**src/rtl/uart_pkg.sv**
```systemverilog
// Shared UART definitions: frame-state encoding, data width and baud divisor helper.
// Intended for reuse by the transmitter and a future receiver.
package uart_pkg;

    localparam int DATA_BITS = 8;

    typedef enum logic [1:0] {
        IDLE  = 2'd0,
        START = 2'd1,
        DATA  = 2'd2,
        STOP  = 2'd3
    } uart_state_e;

    // Rounded clk_hz/baud, e.g. 100 MHz / 9600 baud -> 10417.
    function automatic int calc_clks_per_bit(input longint clk_hz, input longint baud);
        return int'((clk_hz + (baud / 2)) / baud);
    endfunction

endpackage

```
**src/rtl/uart_baud_tick.sv**
```systemverilog
// Bit-period timer: counts 0..CLKS_PER_BIT-1 and pulses tick on the final count.
// clear holds the counter at zero so a new frame always starts on a full bit period.
module uart_baud_tick #(
    parameter int CLKS_PER_BIT = 10417
) (
    input  logic clk,
    input  logic reset_n,
    input  logic clear,
    output logic tick
);

    localparam int                CNT_W = $clog2(CLKS_PER_BIT);
    localparam logic [CNT_W-1:0]  LAST  = CNT_W'(CLKS_PER_BIT - 1);

    logic [CNT_W-1:0] r_count;
    logic             w_last;

    assign w_last = (r_count == LAST);
    assign tick   = w_last;

    // NOTE: sequential state uses non-blocking (<=) so every flop samples pre-edge values.
    always_ff @(posedge clk or negedge reset_n) begin
        if (!reset_n) begin
            r_count <= '0;
        end else if (clear || w_last) begin
            r_count <= '0;
        end else begin
            r_count <= r_count + 1'b1;
        end
    end

endmodule

```
**src/rtl/uart_tx_serializer.sv**
```systemverilog
// 8N1 UART transmitter with 1 or 2 stop bits; one byte per tx_dv/tx_ready handshake,
// shifted LSB-first on a registered tx_serial line.
module uart_tx_serializer
    import uart_pkg::*;
#(
    parameter int CLKS_PER_BIT = 10417,
    parameter int STOP_BITS    = 1
) (
    input  logic                 clk,
    input  logic                 reset_n,
    input  logic                 tx_dv,
    input  logic [DATA_BITS-1:0] tx_byte,
    output logic                 tx_ready,
    output logic                 tx_serial,
    output logic                 tx_done
);

    localparam logic [2:0] LAST_BIT  = 3'(DATA_BITS - 1);
    localparam logic [2:0] LAST_STOP = 3'(STOP_BITS - 1);

    uart_state_e          r_state,   w_state_next;
    logic [DATA_BITS-1:0] r_shift,   w_shift_next;
    logic [2:0]           r_bit_idx, w_bit_idx_next;
    logic                 r_serial,  w_serial_next;
    logic [2:0]           w_idx_inc;
    logic                 w_tick;
    logic                 w_clear;
    logic                 w_done;

    uart_baud_tick #(
        .CLKS_PER_BIT (CLKS_PER_BIT)
    ) u_baud_tick (
        .clk     (clk),
        .reset_n (reset_n),
        .clear   (w_clear),
        .tick    (w_tick)
    );

    assign w_idx_inc = r_bit_idx + 3'd1;

    // NOTE: the shift register is reset too, so no X ever reaches the line after reset.
    always_ff @(posedge clk or negedge reset_n) begin
        if (!reset_n) begin
            r_state   <= IDLE;
            r_shift   <= '0;
            r_bit_idx <= '0;
            r_serial  <= 1'b1;
        end else begin
            r_state   <= w_state_next;
            r_shift   <= w_shift_next;
            r_bit_idx <= w_bit_idx_next;
            r_serial  <= w_serial_next;
        end
    end

    // tx_serial is computed one step ahead so it changes on the edge entering each bit.
    always_comb begin
        // NOTE: every output gets a default first; a missed branch then holds, never latches.
        w_state_next   = r_state;
        w_shift_next   = r_shift;
        w_bit_idx_next = r_bit_idx;
        w_serial_next  = r_serial;
        w_clear        = 1'b0;
        w_done         = 1'b0;

        case (r_state)
            IDLE: begin
                w_clear       = 1'b1;
                w_serial_next = 1'b1;
                if (tx_dv) begin
                    w_state_next   = START;
                    w_shift_next   = tx_byte;
                    w_bit_idx_next = '0;
                    w_serial_next  = 1'b0;
                end
            end
            START: begin
                if (w_tick) begin
                    w_state_next   = DATA;
                    w_bit_idx_next = '0;
                    w_serial_next  = r_shift[0];
                end
            end
            DATA: begin
                if (w_tick) begin
                    if (r_bit_idx == LAST_BIT) begin
                        w_state_next   = STOP;
                        w_bit_idx_next = '0;
                        w_serial_next  = 1'b1;
                    end else begin
                        w_bit_idx_next = w_idx_inc;
                        w_serial_next  = r_shift[w_idx_inc];
                    end
                end
            end
            STOP: begin
                // The bit index is reused to count stop bits.
                if (w_tick) begin
                    if (r_bit_idx == LAST_STOP) begin
                        w_state_next   = IDLE;
                        w_bit_idx_next = '0;
                        w_done         = 1'b1;
                    end else begin
                        w_bit_idx_next = w_idx_inc;
                    end
                end
            end
            default: begin
                w_state_next  = IDLE;
                w_serial_next = 1'b1;
            end
        endcase
    end

    assign tx_ready  = (r_state == IDLE);
    assign tx_serial = r_serial;
    assign tx_done   = w_done;

endmodule

```
**config.mk**
```make
export PLATFORM = sky130hd
export DESIGN_NAME = uart_tx_serializer
export DESIGN_NICKNAME = d
export VERILOG_FILES = /design/src/rtl/uart_pkg.sv /design/src/rtl/uart_baud_tick.sv /design/src/rtl/uart_tx_serializer.sv
export SDC_FILE = /design/constraint.sdc
export NUM_CORES = 1
export LEC_CHECK = 0
export CORE_MARGIN = 5
export CORE_UTILIZATION = 40
export CTS_BUF_LIST = sky130_fd_sc_hd__clkbuf_4
export DETAILED_ROUTE_END_ITERATION = 12
export PLACE_DENSITY_LB_ADDON = 0.08
export SLEW_MARGIN = 20
export SYNTH_ARGS = -nofsm -noshare
export SYNTH_HDL_FRONTEND = slang
export SYNTH_SLANG_ARGS = --single-unit
```
**constraint.sdc**
```tcl
create_clock -name clk -period 4.1 [get_ports clk]
set_input_delay 0.615 -clock clk [delete_from_list [all_inputs] [get_ports clk]]
set_output_delay 0.615 -clock clk [all_outputs]
set_load 0.005 [all_outputs]
```
==> impl_metrics.toml <==
[synth]
synth_area_leader_cell = "dfrtp_1"
syn_inst = 145
yosys-top-cells-area = "dfrtp_1 43%, ha_1 8.8%, mux2_2 6.5%, nor2_1 4.5%, xnor2_1 4.5%"
synth_cell_types = 39
syn_area_sq_um = 1570
syn-num-nets = 167
synthFlopType = "dfrtp_1"
synth.most_common_cell = "dfrtp_1"
ys_warn_count = 0
synth_edf_count = 0
netlist.area_leader.share = 0.431
ys_ff_latch = 28
synthArstFlopShare = 1.00
syn_avg_cell_area_sq_um = 10.8
yosysSeqAreaShare = 0.447
yosys-top-cells-count = "27 x dfrtp_1, 19 x nor2_1, 14 x inv_1"

[drt]
routed_wl_microns = 2700
viasPerCell = 5.04
drc = 0
postRouteAntennaNets = 0
routed-via-count = 1058
drt-initial-drc-count = 81
firstDrtPassIters = 4
wl_per_cell_microns = 12.8

[place]
dp.cells = 206
hpwlAfterDp_microns = 2090
io_buffers = 13
gp_congestion = 0.866

[layout]
post-route-util = 0.484
final_net_count = 185
instances_no_fill = 210
syn_to_final_growth_pct = 15.5
antennaDiodeCount = 0
ff_latch_area_sq_um = 702
filler_cell_count = 364
multi_input_area_sq_um = 807
drive_gt1_frac = 0.148

[cts]
cts_made_buffers = 3
cts_resized = 0
cts.sinks = 28
cts_tree = "yes"
cts_buffer_depth = 2
clk_latency_ps = 330
htree_levels = 1
cts.hold.buffers_added = 0
postCtsSetupBuffers = 0
clk_transition_reported_paths_ps = 160
cts-root-buf = "clkbuf_4"

[power]
switching_share = 0.187
pwr-share-comb = 0.033
p_sw_w = 0.0000884
power_frac_seq = 0.585
clkPwrFrac = 0.382
p_leak_nw = 0.854
irDropWorstVdd_mv = 0.114
p_per_area_nw_per_um2 = 261
power.internal_w = 0.000384

[die]
fp.dieH_microns = 72.6
start_util = 0.419
num_rows = 22
die-area_sq_um = 5280
chipWidth_microns = 72.6
core_sq_um = 3740
num_io_pins = 14

[setup_path]
worst_setup_path_start_kind = "flip-flop"
worstPathArrival_ps = 2560
crit_type = "flip-flop to output pin"
cp.required_ps = 3480
crit_fanout = 5
endpoint_kind = "output pin"

[timing]
rsz0062_at_grt = "false"
slew_headroom = 0.766
period_share = 0.773
fin_crit_ps = 3170
slew_violations = 0
finalSetupTns_ps = 0
setup_viol = 0
skew_ps = 13.4
final-hold-violation-count = 0
whs_ps = 514
tightest_slew_ps = 351
fmax_ghz = 0.315

[flow_run]
cap_violations = 0

[global_route]
grt_use_total = 0.116
grt_max_degree = 29
grt-ovfl-total = 0
antenna_found_initial = 0
grt_pass1_vias = 1069
grt_pass1_wl_microns = 4940

[status]
outcome = "finished clean"

[hold_path]
hold_path.class = "flip-flop to flip-flop"
power by group through the flow:
stage | logic (W) | registers (W) | clock network, W
3_3_place_gp | 0.0000161 | 0.000281 | 0
4_1_cts | 0.0000165 | 0.000276 | 0.000188
5_1_grt | 0.0000180 | 0.000276 | 0.000195
3_5_place_dp | 0.0000164 | 0.000281 | 0
2_1_floorplan | 0.000000363 | 0.000281 | 0
6_report | 0.0000157 | 0.000276 | 0.000180
metal layers:
| layer | global-route usage | up-vias | part of all wire |
|---|---|---|---|
| met2 | 0.187 | 9 | 0.46 |
| met5 | 0 | - | 0 |
| met4 | 0.0328 | 0 | 0.0078 |
| met1 | 0.162 | 511 | 0.50 |
| li1 | - | 536 | - |
| met3 | 0.0179 | 2 | 0.029 |
cell families after synthesis:
group / after synthesis / synth area share
and+or+nand+nor: 51 / 0.177
buffers and inverters: 15 / 0.0383
muxes: 15 / 0.120
AOI/OAI and AO/OA: 14 / 0.0678
DFF: 28 / 0.447
xor gates and xnor gates: 11 / 0.0614
adders and majority gates: 11 / 0.0877
flip-flops by register name, indices dropped and copies added (netlist names):
signal,cells
u_baud_tick.r_count,14
r_shift,8
r_bit_idx,3
r_state,2
tx_serial,1
cells in the final DEF, fill, tap and decap left out, types with 2 or more instances in the layout:
cell type and n:
a211oi_1 2, a21oi_1 3, and3_1 2, clkbuf_4 3
clkdlybuf4s50_1 13, dfrtp_1 27, ha_1 11, inv_1 14
mux2_1 2, mux2_2 9, mux2i_1 2, mux4_2 2
nand2_1 4, nand2b_1 2, nand3_1 6, nand4_1 3
nor2_1 19, nor2b_1 2, nor3_1 3, or4_4 2
xnor2_1 8, xor2_1 3
per-stage QoR:
stage               instance area (sq um)  worst slack [ps]  total power, W
finish                               1810               929        0.000472
global route                         1810               842        0.000490
CTS                                  1810               894        0.000481
detailed placement                   1760              1270        0.000298
global placement                     1760              1290        0.000298
floorplan                            1570              1810        0.000282
layout make-up:
cell class,instances,share of cell area
Clock buffer,3,0.0124
Clock inverter,1,0.0166
Inverter,14,0.0290
Multi-Input combinational cell,102,0.445
Sequential cell,28,0.387
Tap cell,48,0.0331
Timing Repair Buffer,14,0.0760
worst paths after layout:
path	startpoint	end	slack (ps)	cells after the start
worst min-delay path	tx_serial	tx_serial	510	1
worst max register to register	u_baud_tick.r_count[10]	u_baud_tick.r_count[10]	2120	4
worst min register to register	tx_serial	tx_serial	510	1
worst max-delay path	u_baud_tick.r_count[10]	tx_done	930	4
max in group asynchronous	reset_n	tx_serial	3170	2
min in group asynchronous	reset_n	u_baud_tick.r_count[9]	640	2
worst max-delay path, stage by stage, from the launching register on:
cell             delay (ps)
dfrtp_1                 440
or4_4                   550
or4_4                   540
nor3_1                  190
clkdlybuf4s50_1         520
Note: power is estimated with default switching activity, not from simulation.
